$ cat config.mk
export PLATFORM = sky130hd
export DESIGN_NAME = alu_arbiter
export DESIGN_NICKNAME = d
export VERILOG_FILES = /design/src/rtl/alu_arbiter.sv
export SDC_FILE = /design/constraint.sdc
export NUM_CORES = 1
export LEC_CHECK = 0
export CORE_MARGIN = 3
export CORE_UTILIZATION = 40
export DETAILED_ROUTE_END_ITERATION = 6
export PLACE_DENSITY_LB_ADDON = 0.05
export SLEW_MARGIN = 10
export SYNTH_ARGS = -nofsm -noshare
export SYNTH_HDL_FRONTEND = slang
export SYNTH_SLANG_ARGS = --single-unit
$ cat constraint.sdc
create_clock -name clk -period 4.65 [get_ports clk]
set_clock_uncertainty 0.2 [all_clocks]
set_input_delay 1.1625 -clock clk [delete_from_list [all_inputs] [get_ports clk]]
set_output_delay 1.1625 -clock clk [all_outputs]
set_load 0.02 [all_outputs]
$ cat src/rtl/alu_arbiter.sv
// Round-robin arbiter sharing one external combinational ALU
// between two requesters, one transaction in flight at a time.
module alu_arbiter #(
  parameter int WIDTH = 8
) (
  input  logic             clk,
  input  logic             rst,
  input  logic             req0_valid,
  input  logic [2:0]       req0_oper,
  input  logic [WIDTH-1:0] req0_a,
  input  logic [WIDTH-1:0] req0_b,
  output logic             req0_ready,
  input  logic             req1_valid,
  input  logic [2:0]       req1_oper,
  input  logic [WIDTH-1:0] req1_a,
  input  logic [WIDTH-1:0] req1_b,
  output logic             req1_ready,
  output logic             rsp_valid,
  input  logic             rsp_ready,
  output logic             rsp_id,
  output logic [WIDTH-1:0] rsp_data,
  output logic             rsp_cy,
  output logic [2:0]       alu_oper,
  output logic [WIDTH-1:0] alu_a,
  output logic [WIDTH-1:0] alu_b,
  input  logic [WIDTH-1:0] alu_out,
  input  logic             alu_cy,
  output logic             busy
);

  typedef enum logic [1:0] {
    IDLE,
    EXEC,
    RESP
  } state_t;

  state_t           state;
  state_t           state_nxt;
  logic             ptr;
  logic             id_q;
  logic [2:0]       oper_q;
  logic [WIDTH-1:0] a_q;
  logic [WIDTH-1:0] b_q;
  logic [WIDTH-1:0] data_q;
  logic             cy_q;

  logic             both;
  logic             gnt0;
  logic             gnt1;
  logic             grant;

  assign both = req0_valid & req1_valid;

  // Grants only exist in IDLE; the pointer breaks ties.
  always_comb begin
    gnt0 = 1'b0;
    gnt1 = 1'b0;
    if (state == IDLE) begin
      unique case (1'b1)
        both: begin
          gnt0 = ~ptr;
          gnt1 = ptr;
        end
        req0_valid & ~req1_valid: gnt0 = 1'b1;
        req1_valid & ~req0_valid: gnt1 = 1'b1;
        default: ;
      endcase
    end
  end

  assign grant = gnt0 | gnt1;

  always_comb begin
    state_nxt = state;
    unique case (state)
      IDLE: if (grant) state_nxt = EXEC;
      EXEC: state_nxt = RESP;
      RESP: if (rsp_ready) state_nxt = IDLE;
      default: state_nxt = IDLE;
    endcase
  end

  always_ff @(posedge clk) begin
    if (rst) begin
      state  <= IDLE;
      ptr    <= 1'b0;
      id_q   <= 1'b0;
      oper_q <= '0;
      a_q    <= '0;
      b_q    <= '0;
      data_q <= '0;
      cy_q   <= 1'b0;
    end else begin
      state <= state_nxt;
      if (grant) begin
        ptr    <= ~gnt1;
        id_q   <= gnt1;
        oper_q <= gnt1 ? req1_oper : req0_oper;
        a_q    <= gnt1 ? req1_a : req0_a;
        b_q    <= gnt1 ? req1_b : req0_b;
      end
      if (state == EXEC) begin
        data_q <= alu_out;
        cy_q   <= alu_cy;
      end
    end
  end

  assign req0_ready = gnt0;
  assign req1_ready = gnt1;
  assign rsp_valid  = (state == RESP);
  assign rsp_id     = id_q;
  assign rsp_data   = data_q;
  assign rsp_cy     = cy_q;
  assign alu_oper   = oper_q;
  assign alu_a      = a_q;
  assign alu_b      = b_q;
  assign busy       = (state != IDLE);

endmodule

==> qor.csv <==
metric,value,unit
status,finished clean,
final-hold-violation-count,0,
p_leak,0.0008040,µW
cpPeakStageDelay,620,ps
layout_setup_ws,416.7,ps
place_ws,414.3,ps
fin_crit,4233,ps
crit_slowest_cell,clkdlybuf4s50_1,
seq_power_share,0.441,
ir_worst_vdd,0.1733,mV
num-fill-cells,276,
grt_pass1_wl,7376,µm
hold_buffers,0,
cts_resized,0,
seq_area,640.6,µm²
viasPerCell,5.477,
grt_max_degree,33,
final.setup.tns,0,ps
grtUsageTotal,0.2221,
synth_area_leaders,"dfxtp_1 45%, nand3_1 9.6%, a21oi_1 7.1%",
wirelength,4642,µm
root_buffer,clkbuf_4,
clk_latency,340,ps
power_density,310.8,nW/µm²
ys_ff_latch,32,
final_nets,305,
ys_warn_count,0,
synth.cell_area,1414,µm²
die_w,65.45,µm
max_freq,236.2,MHz
syn_inst,174,
cts_sinks,32,
antenna_found_initial,0,
synth_area_leader_cell,dfxtp_1,
total_power,722.1,µW
multi_input_area,694.4,µm²
tightestPinTransition,1138,ps
p_sw,229.5,µW
slew_headroom,0.2389,
required,3290,ps
netSwitchingFraction,0.3179,
drv_slew,0,
wl_per_cell,15.58,µm
path_cells,clkdlybuf4s50_1 > or3b_1 > nor2_2 > clkdlybuf4s50_1,
clk_path_buf_depth,2,
setup_viol,0,
drt_iter0_markers,263,
core,3203,µm²
rsz0062_at_grt,false,
port_buffers,84,
r2r_start,state[1]$_SDFFE_PP0P_,
avgSynthCellArea,8.126,µm²
synth.net_count,226,
layout-drive-gt1-share,0.05906,
htree_levels,2,
die_area,4284,µm²
clkPwrFrac,0.235,
cts_made_buffers,5,
ys_types,28,
firstDrtPassIters,4,
period_share,0.9104,
row_count,20,
maxCapViolCount,0,
arrival,2870,ps
ant_nets,0,
worstHoldPathType,reg -> reg,
vias,1632,
r2r-end,alu_b[7]$_SDFFE_PP0P_,
start_util,0.4414,
rrSetupSlack,2120,ps
io_pins,85,
timing.hold.ws,258.4,ps
die_h,65.45,µm
hpwl,3310,µm
end_kind,output port,
gp_congestion,0.7318,
synthToLayoutAreaGrowth,64.34,%
synth_top_area_frac,0.4531,
insertedDiodeCount,0,
crit_start,req1_valid,
cp-start-kind,input pin,
ff2ff_path_depth,4,
worstSetupPathType,in -> out,
grt_pass1_vias,1608,
crit_end,req1_ready,
cp_max_fo,5,
cts_tree,done,
combinationalPowerShare,0.324,
drc,0,
p_int,492.5,µW
grt-ovfl-total,0,
post_cts_buffers,0,
clk_pin_slew,90,ps
path_common_cell,clkdlybuf4s50_1,
seq_area_frac_synth,0.4531,
## layout make-up
type	instances	area share
Clock buffer	8	0.02531
Inverter	1	0.001616
Multi-Input combinational cell	125	0.2989
Sequential cell	32	0.2757
Tap cell	44	0.02369
Timing Repair Buffer	88	0.3748
## cells by family after synthesis
logic type	count (synthesis)	synth area share
simple gates	64	0.2319
buf+inv	17	0.05575
mux	1	0.007080
compound gates	60	0.2522
flops	32	0.4531
## registers in the layout (all words and copies together), names as in the netlist
signal    count
state         2
ptr           1
rsp_cy        1
alu_oper      3
alu_a         8
rsp_data      8
alu_b         8
rsp_id        1
## routing by layer
metal / part of all wire / up-vias / GRT usage
li1: - / 790 / -
met1: 0.41 / 759 / 0.2638
met2: 0.49 / 77 / 0.3793
met3: 0.087 / 6 / 0.08034
met4: 0.010 / 0 / 0.05440
met5: 0 / - / 0
## worst max-delay path, delay by kind of cell
kind / cells / cell delay (ps)
simple gates: 2 / 550
buf+inv: 2 / 1160
## cell usage in the layout (no fill, tap or decap)
cell,instances
nand2_1,19
nand2b_1,3
o21ai_0,18
clkdlybuf4s50_1,84
o21ba_2,1
inv_1,1
and2_1,1
o21ai_1,1
nor3b_1,1
clkbuf_1,2
nor2_2,1
nand3_2,1
nor2_1,4
dfxtp_1,32
a21boi_0,1
a21oi_1,20
buf_4,4
nor3_1,1
a311oi_1,10
or3b_1,1
nor2b_1,3
mux2i_1,1
or2_2,1
nor3b_4,1
a31oi_1,9
clkbuf_4,5
clkbuf_8,1
nand3_1,27
## worst min-delay path by stage
stage                        startpoint                       end  slack [ps]  cells after the start
2_1_floorplan          ptr$_SDFFE_PP0P_          ptr$_SDFFE_PP0P_         320                      2
3_3_place_gp   rsp_data[6]$_SDFFE_PP0N_  rsp_data[6]$_SDFFE_PP0N_         240                      2
3_5_place_dp   rsp_data[7]$_SDFFE_PP0N_  rsp_data[7]$_SDFFE_PP0N_         250                      2
4_1_cts        rsp_data[7]$_SDFFE_PP0N_  rsp_data[7]$_SDFFE_PP0N_         260                      2
5_1_grt             rsp_cy$_SDFFE_PP0N_       rsp_cy$_SDFFE_PP0N_         290                      2
6_report       rsp_data[7]$_SDFFE_PP0N_  rsp_data[7]$_SDFFE_PP0N_         260                      2
## power by group through the flow
stage	combinational, µW	clock, µW	sequential (µW)
floorplan	87.0	0	351
global placement	228	0	322
detailed placement	234	0	323
CTS	235	173	318
global route	251	183	321
finish	234	170	318
## stage by stage
stage,cell area [µm²],utilization,instances
after floorplan,1414,-,174
after global placement,2265,0.7070,290
after CTS,2323,0.7254,298
after global routing,2323,0.7254,298
final,2323,0.7254,298
after detailed placement,2265,0.7070,290
## synthesized netlist by cell type, drive strengths merged
| library cell | count |
|---|---|
| inv | 1 |
| or3b | 1 |
| a31oi | 9 |
| o21ai | 19 |
| dfxtp | 32 |
| nor3 | 1 |
| nand3 | 28 |
| buf | 6 |
| mux2i | 1 |
| clkbuf | 10 |
| a21oi | 20 |
| and2 | 1 |
| nor3b | 2 |
| a21boi | 1 |
| nand2 | 19 |
| nor2b | 3 |
| a311oi | 10 |
| or2 | 1 |
| nor2 | 5 |
| o21ba | 1 |
| nand2b | 3 |
Power figures use the tool's default switching activity.
